`src/rtl/seq_pkg.sv`:
```
// Shared types and default pattern constants for the sequence scan controller.
package seq_pkg;

    typedef enum logic [1:0] {
        IDLE,
        SHIFT,
        DONE
    } state_t;

    localparam int                       DEF_PAT_LEN = 4;
    localparam logic [DEF_PAT_LEN-1:0]   DEF_PATTERN = 4'b1100;

endpackage

```
`src/rtl/seq_match_window.sv`:
```
// Bit-serial pattern window: keeps the last PAT_LEN bits plus a saturating
// count of bits seen, and flags a match on the bit being shifted in now.
module seq_match_window
    import seq_pkg::*;
#(
    parameter int                 PAT_LEN = DEF_PAT_LEN,
    parameter logic [PAT_LEN-1:0] PATTERN = DEF_PATTERN
) (
    input  logic clk,
    input  logic rst_n,
    input  logic clr,
    input  logic bit_en,
    input  logic bit_in,
    output logic match
);

    localparam int SEEN_W = $clog2(PAT_LEN + 1);

    logic [PAT_LEN-1:0] win;
    logic [SEEN_W-1:0]  seen;
    logic [PAT_LEN:0]   win_ext;
    logic [PAT_LEN-1:0] win_nxt;
    logic               full_nxt;

    // The oldest bit falls off the top; the match looks at the window as it will be.
    assign win_ext  = {win, bit_in};
    assign win_nxt  = win_ext[PAT_LEN-1:0];
    assign full_nxt = (int'(seen) + 1) >= PAT_LEN;
    assign match    = bit_en && full_nxt && (win_nxt == PATTERN);

    always_ff @(posedge clk or negedge rst_n) begin
        if (!rst_n) begin
            // NOTE: sequential state uses non-blocking assignments so every flop samples pre-edge values.
            win  <= '0;
            seen <= '0;
        end else if (clr) begin
            win  <= '0;
            seen <= '0;
        end else if (bit_en) begin
            win <= win_nxt;
            if (seen != SEEN_W'(PAT_LEN))
                seen <= seen + SEEN_W'(1);
        end
    end

endmodule

```
`src/rtl/seq_scan_ctrl.sv`:
```
// Frame controller: accepts words over valid/ready, serialises them MSB-first
// into the match window and counts matches per frame.
module seq_scan_ctrl
    import seq_pkg::*;
#(
    parameter int                 DATA_W  = 8,
    parameter int                 PAT_LEN = DEF_PAT_LEN,
    parameter logic [PAT_LEN-1:0] PATTERN = DEF_PATTERN,
    parameter int                 CNT_W   = 8
) (
    input  logic              clk,
    input  logic              rst_n,
    input  logic              in_valid,
    input  logic [DATA_W-1:0] in_data,
    input  logic              in_last,
    output logic              in_ready,
    output logic              det_pulse,
    output logic [CNT_W-1:0]  match_count,
    output logic              done,
    output logic              busy
);

    localparam int               BC_W    = (DATA_W > 1) ? $clog2(DATA_W) : 1;
    localparam logic [BC_W-1:0]  BC_LOAD = BC_W'(DATA_W - 1);
    localparam logic [CNT_W-1:0] CNT_MAX = '1;

    state_t            state, state_nxt;
    logic [DATA_W-1:0] sreg;
    logic [BC_W-1:0]   bit_cnt;
    logic              last_q;
    logic              new_frame;
    logic              shift_en;
    logic              accept;
    logic              clr_win;
    logic              match;

    always_comb begin
        // NOTE: every output of this block gets a default first, so no path can infer a latch.
        state_nxt = state;
        in_ready  = 1'b0;
        shift_en  = 1'b0;
        case (state)
            IDLE: begin
                in_ready = 1'b1;
                if (in_valid)
                    state_nxt = SHIFT;
            end
            SHIFT: begin
                shift_en = 1'b1;
                if (bit_cnt == '0) begin
                    if (last_q) begin
                        state_nxt = DONE;
                    end else begin
                        // Reloading on the final bit keeps a sustained rate of DATA_W cycles per word.
                        in_ready  = 1'b1;
                        state_nxt = in_valid ? SHIFT : IDLE;
                    end
                end
            end
            DONE:    state_nxt = IDLE;
            default: state_nxt = IDLE;
        endcase
    end

    assign accept  = in_valid && in_ready;
    assign clr_win = accept && new_frame;
    assign done    = (state == DONE);
    assign busy    = (state != IDLE);

    seq_match_window #(
        .PAT_LEN (PAT_LEN),
        .PATTERN (PATTERN)
    ) u_window (
        .clk    (clk),
        .rst_n  (rst_n),
        .clr    (clr_win),
        .bit_en (shift_en),
        .bit_in (sreg[DATA_W-1]),
        .match  (match)
    );

    always_ff @(posedge clk or negedge rst_n) begin
        if (!rst_n)
            state <= IDLE;
        else
            state <= state_nxt;
    end

    always_ff @(posedge clk or negedge rst_n) begin
        if (!rst_n) begin
            sreg        <= '0;
            bit_cnt     <= '0;
            last_q      <= 1'b0;
            new_frame   <= 1'b1;
            det_pulse   <= 1'b0;
            match_count <= '0;
        end else begin
            if (accept) begin
                sreg    <= in_data;
                bit_cnt <= BC_LOAD;
                last_q  <= in_last;
            end else if (shift_en) begin
                sreg    <= sreg << 1;
                bit_cnt <= bit_cnt - BC_W'(1);
            end

            if (done)
                new_frame <= 1'b1;
            else if (accept)
                new_frame <= 1'b0;

            det_pulse <= shift_en && match;

            // The count of a finished frame stays visible until the next frame's first word.
            if (clr_win)
                match_count <= '0;
            else if (shift_en && match && (match_count != CNT_MAX))
                match_count <= match_count + CNT_W'(1);
        end
    end

endmodule

```
`config.mk`:
```
export PLATFORM = sky130hd
export DESIGN_NAME = seq_scan_ctrl
export DESIGN_NICKNAME = d
export VERILOG_FILES = /design/src/rtl/seq_pkg.sv /design/src/rtl/seq_match_window.sv /design/src/rtl/seq_scan_ctrl.sv
export SDC_FILE = /design/constraint.sdc
export NUM_CORES = 1
export LEC_CHECK = 0
export BUFFER_PORTS_ARGS = -buffer_cell sky130_fd_sc_hd__buf_2
export CORE_UTILIZATION = 59
export DETAILED_ROUTE_END_ITERATION = 6
export PLACE_DENSITY = 0.83
export SYNTH_ARGS = -nofsm -noshare
export SYNTH_HDL_FRONTEND = slang
export SYNTH_HIERARCHICAL = 1
export SYNTH_SLANG_ARGS = --single-unit
```
`constraint.sdc`:
```
create_clock -name clk -period 3.6 [get_ports clk]
set_clock_uncertainty 0.1 [all_clocks]
set_input_delay 0.18 -clock clk [delete_from_list [all_inputs] [get_ports clk]]
set_output_delay 0.18 -clock clk [all_outputs]
set_load 0.05 [all_outputs]
```
# Word-level counts from Yosys, hierarchy flattened
# Index checks and enable logic that the tools add are counted.
dict set report classes {
  addsub 4
  n_lt_le_gt_ge 1
  n_eq_ne 7
  mux 22
  reduce_logical 16
}
# operator n
set ops {}
lappend ops {{32-bit by 4-bit greater-or-equal comparator with 1-bit output, second input constant} 1}
lappend ops {{8-bit 2-to-1 mux} 4}
lappend ops {{3-bit 2-to-1 mux} 7}
lappend ops {{2-bit nonzero test} 6}
lappend ops {{8-bit by 1-bit adder with 8-bit output, second input constant} 1}
lappend ops {{8-bit inequality test, second input constant} 1}
lappend ops {{1-bit logical AND} 6}
lappend ops {{1-bit 2-to-1 mux} 6}
lappend ops {{2-bit 2-to-1 mux} 3}
lappend ops {{3-bit by 1-bit adder with 4-bit output, second input constant} 1}
lappend ops {{4-bit == test, second input constant} 1}
lappend ops {{2-bit inequality test, second input constant} 2}
lappend ops {{2-bit case mux with 2 select lines} 1}
lappend ops {{2-bit AND reduction} 2}
lappend ops {{3-bit by 1-bit adder with 3-bit output, second input constant} 1}
lappend ops {{3-bit logical NOT} 1}
lappend ops {{3-bit inequality test, second input constant} 1}
lappend ops {{3-bit by 1-bit subtractor with 3-bit output, second input constant} 1}
lappend ops {{2-bit by 1-bit == test with 1-bit output, second input constant} 1}
lappend ops {{2-bit == test, second input constant} 1}
lappend ops {{2-bit logical NOT} 1}
lappend ops {{1-bit case mux with 2 select lines} 1}
dict set report word_totals {
  ff_bits 30
  inputBits 12
  out_inout_bits 12
  elab_cells 59
}

# Logic depth before layout (Yosys ltp)
dict set report logic_depth {
  depth_word 8
  mapped_depth 12
  ltp_nobuf 9
}

# By module
# The synthesis kept the hierarchy.
# module instances cells_per_inst area_per_inst_um2 seq_area_each_um2
set modules_own_cells {}
lappend modules_own_cells {seq_scan_ctrl 1 118 1183.6 601.8}
lappend modules_own_cells {seq_match_window 1 29 330.3 150.1}

# Worst setup path after synthesis
# Ideal clock, no wire load.
dict set report synth_timing {
  path_type {register to register}
  startpoint {register state[0]}
  endpoint {register match_count[7]}
  setup_time_ns 0.094
  arrival_time_ns 2.309
  required_ns 3.406
  path_slack_ns 1.097
  stages_incl_launch_ff 12
  n_path_buf 3
  period_less_slack_ns 2.503
  cell_sequence {dfrtp_1 nor2b_1 buf_2 buf_2 buf_6 and4bb_1 o211ai_1 a31oi_1 nand3b_1 nor3_1 a31oi_1 a211oi_1}
}
dict set report synth_via {
  elab_chain_len 7
  word_cells_on_any_way 12
  classes_between {1 x eq/ne; 3 x mux; 8 x reduce/logical}
}
# element line
set synth_lines {}
lappend synth_lines {{start: declaration} seq_scan_ctrl.sv:27} ;# state_t state, state_nxt;
lappend synth_lines {{start signal: assignment} seq_scan_ctrl.sv:86} ;# state <= state_nxt;
lappend synth_lines {{2-bit by 1-bit == test with 1-bit output} seq_scan_ctrl.sv:42} ;# case (state)
lappend synth_lines {{1-bit 2-to-1 mux} seq_scan_ctrl.sv:42}
lappend synth_lines {{net shift_en} seq_scan_ctrl.sv:32} ;# logic shift_en;
lappend synth_lines {{1-bit logical AND (2 in series)} seq_match_window.sv:29} ;# assign match = bit_en && full_nxt && (win_nxt == PATTERN);
lappend synth_lines {{net match} seq_scan_ctrl.sv:35} ;# logic match;
lappend synth_lines {{1-bit logical AND (2 in series)} seq_scan_ctrl.sv:117} ;# else if (shift_en && match && (match_count != CNT_MAX))
lappend synth_lines {{2-bit nonzero test (no source line)} --}
lappend synth_lines {{end signal: assignment} seq_scan_ctrl.sv:118} ;# match_count <= match_count + CNT_W'(1);
lappend synth_lines {{end: declaration} seq_scan_ctrl.sv:18} ;# output logic [CNT_W-1:0] match_count,
# The timed path passes the listed nets, and every way through them passes these cells.
# A chain may end at the register's enable or synchronous reset.

# Worst setup path after layout
dict set report layout_timing {
  startpoint {register bit_cnt[0]}
  endpoint {register match_count[2]}
}
dict set report layout_via {
  elab_chain_len 6
  word_cells_on_any_way 7
  classes_between {3 x mux; 4 x reduce/logical}
}
# element line
set layout_lines {}
lappend layout_lines {{start: declaration} seq_scan_ctrl.sv:29} ;# logic [BC_W-1:0] bit_cnt;
lappend layout_lines {{start signal: assignment} seq_scan_ctrl.sv:104} ;# bit_cnt <= bit_cnt - BC_W'(1);
lappend layout_lines {{3-bit logical NOT (*)} seq_scan_ctrl.sv:50} ;# if (bit_cnt == '0) begin
lappend layout_lines {{1-bit 2-to-1 mux (*)} seq_scan_ctrl.sv:50}
lappend layout_lines {{1-bit case mux with 2 select lines (*)} seq_scan_ctrl.sv:42}
lappend layout_lines {{1-bit logical AND (*)} seq_scan_ctrl.sv:65} ;# assign accept = in_valid && in_ready;
lappend layout_lines {{1-bit logical AND (*)} seq_scan_ctrl.sv:66} ;# assign clr_win = accept && new_frame;
lappend layout_lines {{8-bit 2-to-1 mux or 2-bit nonzero test (tied branches)} --}
# Every way passes the cells marked *; elsewhere a longest branch is shown, timed or not.

==> metrics.md <==
| Metric | Value |
|---|---|
| Final WS setup | 1050 ps |
| Die Area | 0.00277 mm2 |
| Leakage | 0.902 nW |
| Hold Crit Class | primary input to async pin |
| Post CTS Setup Buffer Count | 0 |
| Worst r2r src | bit_cnt[0] |
| PD cells | 887 mW/mm2 |
| Post-synth top area share | 47.9% |
| Vias | 1206 |
| Slew Viols, Final | 0 |
| Fillers | 143 |
| Largest area contributor in the netlist | dfrtp_1 |
| Post-Synthesis Cell Area | 0.00151 mm2 |
| Root Buffer | clkbuf_4 |
| R2r worst-path depth | 6 |
| Initial detailed-routing violation count | 23 |
| Post-route ant nets | 0 |
| Syn. warnings | 6 |
| WP data required | 3700 ps |
| Hold buffer count at CTS | 11 |
| Worst-Skew Late Latency | 330 ps |
| Fin Setup TNS | 0 ps |
| Slew @ Worst Pin | 642 ps |
| Clock slew at reported path FFs | 100 ps |
| Max cap viols | 0 |
| Layout cell share with drive strength beyond 1 | 20.0% |
| Post-cts sizing count | 0 |
| Dpl ws | 1040 ps |
| Critical path capture point type | flop |
| Rel. slew slack | 57.2% |
| Setup violators final | 0 |
| HPWL after DPL | 2030 um |
| Largest net degree at the start of global routing | 31 |
| Largest vdd supply drop | 0.000672 V |
| ANT cells | 0 |
| Asr flop ratio synth | 100% |
| IO Count | 24 |
| Avg Cell Area, Syn | 10.3 um2 |
| Htree depth | 2 |
| GP Congestion | 0.808 |
| First-pass GRT wire length | 5240 um |
| DRT Pass-1 Iters | 4 |
| Core box area | 0.00232 mm2 |
| Crit-path max FO | 18 |
| Remaining global-route overflow | 0 |
| Core Util, Final | 77.7% |
| Placement row count | 17 |
| Critical Path Source Type | flop |
| Nets | 201 |
| Final hold violation count | 0 |
| Mapped Cells | 147 |
| Unique masters post-synth | 34 |
| CTS tree | done |
| Die Wd | 52.7 um |
| # DRC | 0 |
| WL final | 3000 um |
| Num Clock Sinks | 30 |
| Prevailing post-synth register cell | dfrtp_1 |
| Area contributors post-synth | dfrtp_1, mux2i_1, nand2_1 |
| Top achievable clock speed | 392 MHz |
| Starting density of the core | 65.3% |
| Register area share after synthesis | 49.7% |
| Period Utilization, post-route | 70.9% |
| Wire per inst | 14.1 um |
| Syn_nets | 164 |
| Minimum clock period | 2550 ps |
| GRT Util Overall | 27.0% |
| TritonCTS buffer count | 5 |
| RSZ-0062 raised after global routing | no |
| Top-count cell post-synth | dfrtp_1 |
| Synth Register Bits | 30 |
| Status | finished, final reports clean |
| Vias per inst | 5.66 |
| Critical path class | flop to flop |
| Post-synth top cells | dfrtp_1, nand2_1, mux2i_1 |
| Initial antenna violation count | 0 |
| Setup slack, reg-to-reg | 1050 ps |
| Die H | 52.7 um |
| Post-synth EDFFs | 0 |
| Hold slack | 301 ps |
| Deepest clock path buffer count | 2 |
| Critical path arrival | 2650 ps |
| Worst reg2reg endpoint | match_count[2] |
| I/O Buffers | 23 |
| Synth-to-Final Area Change | 18.9% |
| Vias in the first global route | 1224 |
critical path, stage by stage (launching register included):
cell	delay, ps
dfrtp_1	400
inv_1	80
ha_1	190
or3b_4	410
a211oi_4	590
and2_1	550
nor3_1	120
state kept, by name, indices dropped and copies added (netlist names):
register	cells
state	2
new_frame	1
u_window/seen	3
match_count	8
bit_cnt	3
last_q	1
u_window/win	3
det_pulse	1
sreg	8
how the worst max path moves through the flow:
| stage | depth (start not counted) | endpoint | start |
|---|---|---|---|
| 2_1_floorplan | 11 | match_count[7] | state[0] |
| 3_3_place_gp | 6 | u_window/seen[2] | bit_cnt[0] |
| 3_5_place_dp | 6 | match_count[2] | bit_cnt[0] |
| 4_1_cts | 6 | u_window/win[1] | bit_cnt[0] |
| 5_1_grt | 6 | u_window/seen[1] | bit_cnt[0] |
| 6_report | 6 | match_count[2] | bit_cnt[0] |
cell families after synthesis:
kind of cell             Yosys count  synth area share [%]
AND/OR/NAND/NOR                   53                  17.6
flip-flops                        30                  49.7
AO/OA/AOI/OAI                     28                  12.3
multiplexers                      14                  9.34
buffers and inverters             13                  4.63
adder cells (fa/ha/maj)            5                  4.13
XOR/XNOR                           4                  2.31
power breakdown:
| group | total [mW] | switching (mW) | internal (mW) |
|---|---|---|---|
| clock | 0.210 | 0.114 | 0.0963 |
| sequential | 0.625 | 0.142 | 0.483 |
| combinational | 0.762 | 0.483 | 0.279 |
per-stage QoR:
stage,area [um2],power [mW],instances
after global placement,1630,1.33,194
after global routing,1800,1.72,213
after floorplan,1510,1.21,147
final,1800,1.60,213
after detailed placement,1630,1.38,194
after CTS,1800,1.60,213
area by class of cell:
class	count	area [um2]	area share, %
clock buffer	8	58.8	3.27
inverter	8	30.0	1.67
multi-input combinational	104	692	38.4
sequential	30	752	41.8
tap	28	35.0	1.95
timing repair buffer	35	233	12.9
layer usage:
metal  part of all wire [%]  up-vias  global-route usage (%)  wire length [um]
met5                      0        -                       0                 0
met4                    2.6        0                    11.8                78
met3                    3.5       12                    8.70               106
met2                     53       41                    46.6              1590
met1                     41      575                    30.1              1230
li1                       -      578                       -                 -
placed cells by master (no fill, tap or decap), drive strengths merged, types with 3 or more instances in the layout:
cell type and instances:
a211oi 3, a21oi 6, a31oi 3, buf 24, clkbuf 8, dfrtp 29, dlygate4sd3 11, ha 5
inv 8, mux2i 13, nand2 20, nor2 10, nor3 6, o21ai 13
(Power assumes the default switching activity.)
